==> src/rtl/serial_frame_decoder.sv <==
// serial_frame_decoder
//   Serial-to-parallel frame decoder. One bit is sampled per rising clock
//   edge. A frame is a start bit (1), DATA_WIDTH data bits, an optional
//   parity bit and a stop bit (0). The line idles at 0. A good frame updates
//   parallelOut and pulses frameValid. A bad frame pulses parityError or
//   frameError and bumps a saturating error counter. After a framing error
//   the decoder waits for the line to return to 0 before it looks for a
//   new start bit.
//
// Ports
//   clock        in   system clock, rising-edge sampling
//   reset        in   asynchronous active-high reset
//   serialIn     in   serial line (idle 0, start 1, stop 0)
//   parallelOut  out  [DATA_WIDTH] last correctly received word
//   frameValid   out  1-cycle pulse, parallelOut just updated
//   parityError  out  1-cycle pulse, parity mismatch, frame dropped
//   frameError   out  1-cycle pulse, stop bit was 1, frame dropped
//   busy         out  high whenever the decoder is not idle
//   errorCount   out  [ERR_CNT_W] saturating count of error strobes
module serial_frame_decoder #(
    parameter int DATA_WIDTH = 8,
    parameter int MSB_FIRST  = 1,
    parameter int PARITY_EN  = 1,
    parameter int PARITY_ODD = 0,
    parameter int ERR_CNT_W  = 8
) (
    input  logic                  clock,
    input  logic                  reset,
    input  logic                  serialIn,
    output logic [DATA_WIDTH-1:0] parallelOut,
    output logic                  frameValid,
    output logic                  parityError,
    output logic                  frameError,
    output logic                  busy,
    output logic [ERR_CNT_W-1:0]  errorCount
);

    localparam int                   CNT_W    = $clog2(DATA_WIDTH + 1);
    localparam logic [CNT_W-1:0]     LAST_BIT = CNT_W'(DATA_WIDTH - 1);
    localparam logic                 ODD_BIT  = (PARITY_ODD != 0);
    localparam logic [ERR_CNT_W-1:0] ERR_MAX  = '1;

    typedef enum logic [2:0] {
        IDLE,
        DATA,
        PARITY,
        STOP,
        RESYNC
    } state_t;

    state_t                  state, state_next;
    logic [DATA_WIDTH-1:0]   shreg, shreg_next;
    logic [DATA_WIDTH-1:0]   out_next;
    logic [CNT_W-1:0]        cnt, cnt_next;
    logic                    par_ok, par_ok_next;
    logic                    valid_next, perr_next, ferr_next;
    logic [ERR_CNT_W-1:0]    errcnt_next;

    // Insert the newly sampled bit so that the first data bit ends up at
    // the MSB (MSB_FIRST=1) or the LSB (MSB_FIRST=0) after DATA_WIDTH shifts.
    function automatic logic [DATA_WIDTH-1:0] shift_in(
        input logic [DATA_WIDTH-1:0] sr,
        input logic                  b
    );
        if (MSB_FIRST != 0)
            return {sr[DATA_WIDTH-2:0], b};
        else
            return {b, sr[DATA_WIDTH-1:1]};
    endfunction

    function automatic logic [ERR_CNT_W-1:0] sat_inc(
        input logic [ERR_CNT_W-1:0] v
    );
        return (v == ERR_MAX) ? v : v + 1'b1;
    endfunction

    always_comb begin
        state_next  = state;
        shreg_next  = shreg;
        cnt_next    = cnt;
        par_ok_next = par_ok;
        out_next    = parallelOut;
        valid_next  = 1'b0;
        perr_next   = 1'b0;
        ferr_next   = 1'b0;

        case (state)
            IDLE: begin
                if (serialIn) begin
                    state_next  = DATA;
                    cnt_next    = '0;
                    // Without a parity bit every frame counts as parity-good.
                    par_ok_next = 1'b1;
                end
            end
            DATA: begin
                shreg_next = shift_in(shreg, serialIn);
                cnt_next   = cnt + 1'b1;
                if (cnt == LAST_BIT)
                    state_next = (PARITY_EN != 0) ? PARITY : STOP;
            end
            PARITY: begin
                par_ok_next = ((^shreg) ^ serialIn) == ODD_BIT;
                state_next  = STOP;
            end
            STOP: begin
                // A bad stop bit wins over a parity failure.
                if (serialIn) begin
                    ferr_next  = 1'b1;
                    state_next = RESYNC;
                end else begin
                    state_next = IDLE;
                    if (par_ok) begin
                        out_next   = shreg;
                        valid_next = 1'b1;
                    end else begin
                        perr_next = 1'b1;
                    end
                end
            end
            RESYNC: begin
                // A high line here is the tail of a broken frame, not a start.
                if (!serialIn)
                    state_next = IDLE;
            end
            default: state_next = IDLE;
        endcase

        errcnt_next = (perr_next || ferr_next) ? sat_inc(errorCount) : errorCount;
    end

    always_ff @(posedge clock or posedge reset) begin
        if (reset) begin
            state       <= IDLE;
            shreg       <= '0;
            cnt         <= '0;
            par_ok      <= 1'b0;
            parallelOut <= '0;
            frameValid  <= 1'b0;
            parityError <= 1'b0;
            frameError  <= 1'b0;
            busy        <= 1'b0;
            errorCount  <= '0;
        end else begin
            state       <= state_next;
            shreg       <= shreg_next;
            cnt         <= cnt_next;
            par_ok      <= par_ok_next;
            parallelOut <= out_next;
            frameValid  <= valid_next;
            parityError <= perr_next;
            frameError  <= ferr_next;
            busy        <= (state_next != IDLE);
            errorCount  <= errcnt_next;
        end
    end

endmodule

==> config.mk <==
export PLATFORM = sky130hd
export DESIGN_NAME = serial_frame_decoder
export DESIGN_NICKNAME = d
export VERILOG_FILES = /design/src/rtl/serial_frame_decoder.sv
export SDC_FILE = /design/constraint.sdc
export NUM_CORES = 1
export LEC_CHECK = 0
export CORE_MARGIN = 1
export CORE_UTILIZATION = 55
export DETAILED_ROUTE_END_ITERATION = 12
export DONT_BUFFER_PORTS = 1
export GPL_ROUTABILITY_DRIVEN = 0
export PLACE_DENSITY = 0.78
export SYNTH_ARGS = -nofsm -noshare
export SYNTH_HDL_FRONTEND = slang
export SYNTH_SLANG_ARGS = --single-unit
export TNS_END_PERCENT = 50
==> constraint.sdc <==
create_clock -name clock -period 1.55 [get_ports clock]
set_clock_uncertainty 0.05 [all_clocks]
set_input_delay 0.465 -clock clock [delete_from_list [all_inputs] [get_ports clock]]
set_output_delay 0.465 -clock clock [all_outputs]
set_load 0.02 [all_outputs]
==> impl_metrics.tcl, run 1 <==
set metrics [dict create \
    status "complete, but fails checks" \
    failed_checks "design-rule violations" \
    max_slew_margin_pct 72.22 \
    cts_tree "built" \
    nNetsFinal 166 \
    rrSetupSlack_ps 50 \
    dr.pass1.iters 9 \
    min_period_over_period_pct 97.02 \
    ys_ff_latch 36 \
    crit_type "register to register" \
    cts_made_buffers 5 \
    dieHeight_um 56.72 \
    syn_nets 152 \
    grt_pass1_wl_mm 4.947 \
    rsz0062_at_grt "true" \
    grt_max_degree 28 \
    clock_latency_ps 330 \
    syn_inst 147 \
    leakagePower_uw 0.0008773 \
    fillCellCount 231 \
    dpl_cell_area_um2 1744 \
    timing.rr.end "par_ok" \
    ios 23 \
    design_area_um2 1838 \
    synth_area_leaders "dfrtp_1 (55%), nand2_1 (6.4%), xnor2_1 (4.8%), mux2_2 (4.1%), mux2_1 (2.7%)" \
    yosysWarnings 0 \
    drt-wirelength-per-cell_um 14.99 \
    holdWs_ps 157.5 \
    dp_slack_ps 36.86 \
    yosysTopAreaCell "dfrtp_1" \
    drv_cap 0 \
    cp_data_required_time_ps 1730 \
    clock_path_buffers 2 \
    cp-startpoint "shreg[6]" \
    wl_mm 2.893 \
    path_max_fanout 4 \
    syn_area_um2 1647 \
    hold_viol 0 \
    worst_slew_pin_slew_ps 416.2 \
    drive_above_1_share_pct 19.75 \
    setup_tns_ps 0 \
    grt_overflow_total 0 \
    antenna_found_initial 0 \
    first_global_vias 1109 \
    fmax_ghz 0.6650 \
    critPathLaunchType "register" \
    mostFrequentLayoutCells "dfrtp_1 (36), nand2_1 (28), buf_4 (11)" \
    rr_startpoint "shreg[6]" \
    drt-initial-drc-count 39 \
    power_density_nw_per_um2 1877 \
    worst_slack_ps 46.14 \
    grt_usage_pct 20.90 \
    seq_area_frac_synth_pct 54.71 \
    core_area_um2 2805 \
    ir_worst_vdd_mv 1.136 \
    dieArea_um2 3217 \
    groute.layer.met1.usage_pct 25.00 \
    arrival_ps 1680 \
    viasPerCell 5.725 \
    die_x_um 56.72 \
    syn_to_final_growth_pct 11.63 \
    hold_path_end "parityError" \
    clock-root-buffer "clkbuf_4" \
    clock-sinks 36 \
    path_clk_slew_ps 100 \
    r2r_cells 4 \
    whs_path_depth 1 \
    use_met2_pct 33.67 \
    min_path_type "input port to register" \
    initial_core_util_pct 58.70 \
    avgSynthCellArea_um2 11.20 \
    ant_nets 0 \
    synth.top_cell.area_share_pct 54.71 \
    grtUsageMet3_pct 6.912 \
    rows 19 \
    layout_min_cycle_time_ps 1504 \
    drc 9 \
    port_buffers 0 \
    min_from "serialIn" \
    hpwl_mm 2.205 \
    htree_levels 2 \
    n_antenna_cell 0 \
    ys_types 40 \
    crit_path_end_kind "register" \
    setup_viol 0 \
    slew_viol_final 0 \
    vias 1105 \
    grt_busiest_layer "met2" \
    mostFrequentLayoutCell "dfrtp_1" \
    p_total_uw 3451 \
]
-- power by group --
| group | internal [uW] | total, uW | switching, uW |
|---|---|---|---|
| Combinational | 603 | 1200 | 593 |
| Sequential | 1240 | 1630 | 392 |
| Clock | 338 | 627 | 289 |
-- final cells by class --
class | count | area, um^2 | share of cell area, %
Inverter | 5 | 18.77 | 1.021
Clock inverter | 2 | 35.03 | 1.906
Clock buffer | 6 | 41.29 | 2.246
Tap cell | 31 | 38.79 | 2.110
Timing Repair Buffer | 13 | 112.6 | 6.127
Sequential cell | 36 | 900.9 | 49.01
Multi-Input combinational cell | 100 | 690.7 | 37.58
-- cells in the mapped netlist --
library cell and instances:
ha_1 2, and2_1 1, mux2i_1 1, or3_1 1
a21oi_1 3, nor3_2 1, and3b_1 1, o22a_1 1
clkbuf_1 1, or2_2 1, buf_6 2, nor2_4 1
dfrtp_1 36, inv_1 5, nand2_1 28, nand4_1 2
o2111ai_1 1, o21a_1 1, nor2b_1 1, nand2b_1 1
mux2_1 4, xnor3_1 1, o211ai_2 1, nand3_1 4
o21ai_1 1, xor2_1 2, nor2_1 7, a31oi_1 1
nor4_2 1, nand3b_1 2, a22o_1 3, nand3b_4 1
nor4_1 1, o21ai_0 4, a21o_1 1, mux2_2 6
xnor2_1 9, buf_2 2, nor3_1 4, buf_4 1
-- worst max-delay path, stage by stage (launching register included) --
cell     delay, ps
dfrtp_1        430
xnor2_1        170
xnor3_1        410
xnor2_1        140
o22a_1         190
-- flip-flops by register name, indices dropped and copies added (netlist names) --
| signal | flops |
|---|---|
| state | 3 |
| frameError | 1 |
| parityError | 1 |
| shreg | 8 |
| cnt | 4 |
| parallelOut | 8 |
| par_ok | 1 |
| frameValid | 1 |
| busy | 1 |
| errorCount | 8 |
-- logic make-up (layout without fill, tap and decap cells) --
logic type | Yosys count | count (layout) | share of synthesized area, %
simple gates | 58 | 58 | 18.16
compound gates | 17 | 17 | 7.143
buf+inv | 11 | 26 | 3.799
flops | 36 | 36 | 54.71
fa+ha+maj | 2 | 2 | 1.520
xor+xnor | 12 | 12 | 7.219
mux | 11 | 11 | 7.446
-- stage by stage --
step                      utilization [%]  std cells
after floorplan                         -        147
after global placement              62.18        184
after detailed placement            62.18        184
after CTS                           65.25        193
after global routing                65.52        193
final                               65.52        193
-- how the worst max path moves through the flow --
stage	cells after the start	to
global route	5	shreg[0]
global placement	4	par_ok
finish	4	par_ok
detailed placement	4	par_ok
floorplan	4	errorCount[1]
CTS	4	par_ok
-- metal layers --
| metal | vias to the layer above | part of all wire (%) |
|---|---|---|
| li1 | 530 | - |
| met1 | 547 | 43 |
| met2 | 21 | 51 |
| met3 | 7 | 4.2 |
| met4 | 0 | 2.1 |
| met5 | - | 0 |
-- timing repair --
| item | CTS | global route |
|---|---|---|
| resized for setup | 0 | 1 |
| endpoints found under the setup margin | 0 | 2 |
| hold buffers | 1 | 0 |
| setup buffers | 0 | 0 |
| hold endpoints to repair | 9 | 0 |
Power figures use the tool's default switching activity.
==> run 2: changes to the inputs <==
--- a/config.mk
+++ b/config.mk
@@ -10,7 +10,8 @@
 export DETAILED_ROUTE_END_ITERATION = 12
 export DONT_BUFFER_PORTS = 1
 export GPL_ROUTABILITY_DRIVEN = 0
-export PLACE_DENSITY = 0.78
+export PLACE_DENSITY_LB_ADDON = 0.3
+export RECOVER_POWER = 100
 export SYNTH_ARGS = -nofsm -noshare
 export SYNTH_HDL_FRONTEND = slang
 export SYNTH_SLANG_ARGS = --single-unit
==> run 2 against run 1 <==
  * The run still ends with design-rule violations left
  * Fmax is 1.0% higher
  * Final area is 0.95% lower
  * Global-route usage hardly changed
  * Utilization shrank 0.62 points
  * Sequential cell count did not move
  * Largest cell class unchanged
  * Largest power group unchanged
  * Highest routed layer unchanged
==> impl_metrics.tcl, run 2 (synthesized netlist as in run 1, its figures left out) <==
set metrics [dict create \
    grt_usage_pct 20.89 \
    crit_path_end_kind "register" \
    reg.largest.list "errorCount: 8 flops, parallelOut: 8 flops, shreg: 8 flops" \
    min_path_type "input port to register" \
    rsz0062_at_grt "true" \
    cp_data_required_time_ps 1730 \
    power_density_nw_per_um2 1909 \
    cts_tree "built" \
    initial_core_util_pct 58.70 \
    vias 1090 \
    clock-root-buffer "clkbuf_4" \
    port_buffers 0 \
    critPathLaunchType "register" \
    drv_cap 0 \
    syn_to_final_growth_pct 10.56 \
    clock_latency_ps 330 \
    min_period_over_period_pct 96.03 \
    slew_viol_final 0 \
    grtUsageMet3_pct 7.604 \
    final_util_pct 64.90 \
    fmax_ghz 0.6718 \
    p_total_uw 3476 \
    arrival_ps 1670 \
    hold_viol 0 \
    ios 23 \
    path_clk_slew_ps 120 \
    die_x_um 56.72 \
    first_global_vias 1089 \
    ant_nets 0 \
    core_area_um2 2805 \
    grt_pass1_wl_mm 4.940 \
    setup_tns_ps 0 \
    rows 19 \
    dieHeight_um 56.72 \
    nNetsFinal 169 \
    drt-wirelength-per-cell_um 14.47 \
    use_met2_pct 32.99 \
    viasPerCell 5.561 \
    cts_made_buffers 5 \
    layout_min_cycle_time_ps 1488 \
    drive_above_1_share_pct 20.61 \
    status "complete, but fails checks" \
    finalNonFillerCells 196 \
    dp_cells 185 \
    ir_worst_vdd_mv 1.094 \
    holdWs_ps 144.2 \
    drc 3 \
    hpwl_mm 2.088 \
    grt_overflow_total 0 \
    crit_type "register to register" \
    htree_levels 2 \
    antenna_found_initial 0 \
    dieArea_um2 3217 \
    mostFrequentLayoutCell "dfrtp_1" \
    path_max_fanout 3 \
    wl_mm 2.837 \
    mostFrequentLayoutCells "dfrtp_1 (36), nand2_1 (28), xnor2_1 (9)" \
    ctsResizeCount 0 \
    clock_path_buffers 2 \
    leakagePower_uw 0.0008776 \
    grt_max_degree 31 \
    n_antenna_cell 0 \
    setup_viol 0 \
    groute.layer.met1.usage_pct 26.34 \
    drt-initial-drc-count 33 \
    grt_busiest_layer "met2" \
    dr.pass1.iters 8 \
    failed_checks "design-rule violations" \
    max_slew_margin_pct 70.48 \
    worst_slew_pin_slew_ps 438.1 \
    clock-sinks 36 \
]
-- run 2: cell types whose count changed in the layout (fill, tap and decap cells not counted), sizes merged --
cell,before,now
buf,12,8
clkinvlp,0,1
clkbuf,6,12
-- run 2: path summary, 6_finish.rpt --
check                      cells after the start             end  slack, ps      from
setup reg to reg                               4          par_ok         60  shreg[7]
max in group asynchronous                      3   errorCount[7]        310     reset
setup / recovery                               4          par_ok         60  shreg[7]
min in group asynchronous                      2  parallelOut[2]        420     reset
hold reg to reg                                1     parityError        460    par_ok
hold / removal                                 1     parityError        140  serialIn
-- run 2: through the flow --
step,area (um^2),setup slack (ps)
6_report,1821,61.51
5_1_grt,1821,-11.22
4_1_cts,1842,55.98
3_5_place_dp,1752,77.03
3_3_place_gp,1752,93.48
2_1_floorplan,1647,24.85
-- run 2: layout make-up --
type | count | area [um^2]
fillers | 225 | 984.7
flip-flops and latches | 36 | 900.9
multi-input cells | 100 | 676.9
repair buffers | 16 | 105.1
clock inverters | 3 | 42.54
well taps | 31 | 38.79
clock buffers | 5 | 37.54
inverters | 5 | 18.77
-- run 2: worst max-delay path, stage by stage, from the launching register on --
cell     delay (ps)
dfrtp_1         440
xnor2_1         220
xnor3_1         350
xnor2_1         140
o22a_1          190
-- run 2: report_power, final --
group / total, uW / switching [uW] / internal (uW)
clock: 646 / 310 / 336
sequential: 1610 / 376 / 1230
combinational: 1220 / 600 / 618
total: 3480 / 1290 / 2190
-- run 2: per-layer routing --
metal	share of wire, %	wire length, um
met5	0	0
met4	1.6	44
met3	3.9	112
met2	48	1365
met1	46	1315
-- run 2: what timing repair did --
action / in CTS / in global routing
setup endpoints to repair: 0 / 2
hold buffers: 1 / 0
endpoints found under the hold margin: 6 / 0
buffers inserted: 0 / 2
==> run 3: changes to the inputs <==
--- a/config.mk
+++ b/config.mk
@@ -7,6 +7,8 @@
 export LEC_CHECK = 0
 export CORE_MARGIN = 1
 export CORE_UTILIZATION = 55
+export CTS_BUF_LIST = sky130_fd_sc_hd__clkbuf_8
+export CTS_CLUSTER_SIZE = 24
 export DETAILED_ROUTE_END_ITERATION = 12
 export DONT_BUFFER_PORTS = 1
 export GPL_ROUTABILITY_DRIVEN = 0
==> run 3 against run 2 <==
  * The run still ends with design-rule violations left
  * Final area rose by 1.2%
  * Count of clock-buffer cells in the layout is the same
  * Sequential share of layout area is 0.57 points lower
  * Global-route usage is 0.55 points lower
  * Via count is 1.0% lower
  * Sequential cell count stayed put
  * Combinational power about the same
  * First-iteration DRC count is 9.1% higher
  * Die area unchanged
  * Hold slack improved by 66 ps
  * Register-to-register slack lost 30 ps
  * Critical path type unchanged
  * Largest power group unchanged
==> impl_metrics.tcl, run 3 (synthesized netlist as in run 1, its figures left out) <==
set metrics [dict create \
    path_max_fanout 4 \
    failed_checks "design-rule violations" \
    clock-sinks 36 \
    grt_pass1_wl_mm 4.926 \
    setup_tns_ps 0 \
    cts_tree "built" \
    leakagePower_uw 0.0008844 \
    wl_met3_um 96 \
    dr.pass1.iters 8 \
    wl_mm 2.857 \
    dieArea_um2 3217 \
    worst_slew_pin_slew_ps 436.5 \
    grt_max_degree 31 \
    rsz0062_at_grt "true" \
    dp_cells 185 \
    hpwl_mm 2.088 \
    final_util_pct 65.66 \
    ios 23 \
    mostFrequentLayoutCell "dfrtp_1" \
    slew_viol_final 0 \
    p_total_uw 3623 \
    route.met2.wl_mm 1.369 \
    drt-initial-drc-count 36 \
    first_global_vias 1088 \
    grt_usage_pct 20.34 \
    arrival_ps 1640 \
    crit_path_end_kind "register" \
    mostFrequentLayoutCells "dfrtp_1 (36), nand2_1 (28), xnor2_1 (8), clkbuf_2 (8), nor2_1 (7)" \
    n_antenna_cell 0 \
    cts_made_buffers 5 \
    grt_overflow_total 0 \
    htree_levels 2 \
    drive_above_1_share_pct 20.25 \
    vias 1079 \
    clock_path_buffers 2 \
    layout_min_cycle_time_ps 1514 \
    clock-root-buffer "clkbuf_8" \
    reg.largest.list "errorCount: 8 flops, parallelOut: 8 flops, shreg: 8 flops" \
    drt-wirelength-per-cell_um 14.73 \
    finalNonFillerCells 194 \
    core_area_um2 2805 \
    drv_cap 0 \
    top_layer_used "met4" \
    hold_viol 0 \
    ant_nets 0 \
    setup_viol 0 \
    initial_core_util_pct 58.70 \
    worstPathCellList "xnor2_2 -> xnor3_1 -> xnor2_1 -> o22a_1" \
    dieHeight_um 56.72 \
    antenna_found_initial 0 \
    crit_type "register to register" \
    cp_data_required_time_ps 1670 \
    syn_to_final_growth_pct 11.85 \
    power_density_nw_per_um2 1967 \
    min_path_type "input port to register" \
    drc 3 \
    critPathLaunchType "register" \
    clock_latency_ps 280 \
    max_slew_margin_pct 70.59 \
    wl_met1_mm 1.365 \
    status "complete, but fails checks" \
    ir_worst_vdd_mv 1.292 \
    min_period_over_period_pct 97.66 \
    port_buffers 0 \
    nNetsFinal 167 \
    die_x_um 56.72 \
    slowest_stage "dfrtp_1" \
    path_clk_slew_ps 70 \
    rows 19 \
    viasPerCell 5.562 \
    fmax_ghz 0.6606 \
    fillCellCount 223 \
    slowest_delay_ps 430 \
    post-cts-setup-buffer-count 0 \
]
## run 3: cell count changes in the layout (fill, tap and decap cells not counted), sizes merged
cell and change:
clkbuf +2, buf -4
## run 3: per-stage QoR
| step | setup WS, ps | cell area, um^2 | hold slack [ps] |
|---|---|---|---|
| after floorplan | 24.85 | 1647 | 396.7 |
| after global placement | 93.48 | 1752 | 260.6 |
| after detailed placement | 77.03 | 1752 | 262.3 |
| after CTS | 14.36 | 1873 | 205.8 |
| after global routing | -18.35 | 1842 | 203.7 |
| final | 36.29 | 1842 | 210.3 |
## run 3: repair_timing
| item | 4_1_cts | 5_1_grt |
|---|---|---|
| resized for setup | 0 | 1 |
| endpoints found under the hold margin | 6 | 0 |
| hold buffers | 1 | 0 |
| endpoints found under the setup margin | 0 | 2 |
## run 3: critical path: cells and delay by family (launching register included)
kind,cells,cell delay [ps]
AO/OA/AOI/OAI,1,190
XOR/XNOR,3,740
flip-flops,1,430
## run 3: routing by layer
metal | vias up | global-route usage (%)
li1 | 529 | -
met1 | 526 | 26.49
met2 | 20 | 33.50
met3 | 4 | 4.839
met4 | 0 | 6.429
met5 | - | 0
## run 3: worst paths after layout
check	from	to	cells past startpoint	slack [ps]
max	shreg[6]	par_ok	4	40
min	serialIn	parityError	1	210
max reg2reg	shreg[6]	par_ok	4	40
min reg2reg	par_ok	parityError	1	460
max in group asynchronous	reset	errorCount[7]	3	250
min in group asynchronous	reset	parallelOut[2]	2	490
## run 3: area by class of cell
class,instances,area [um^2],share of cell area (%)
Tap cell,31,38.79,2.106
Clock buffer,5,68.82,3.736
Multi-Input combinational cell,100,684.4,37.16
Inverter,5,18.77,1.019
Clock inverter,3,42.54,2.310
Sequential cell,36,900.9,48.91
Timing Repair Buffer,14,87.58,4.755
## run 3: power by group
part	leakage, uW	switching [uW]	internal (uW)
Combinational	0.000373	594	600
Clock	0.0000541	327	476
Sequential	0.000457	389	1240
Total	0.000884	1310	2310
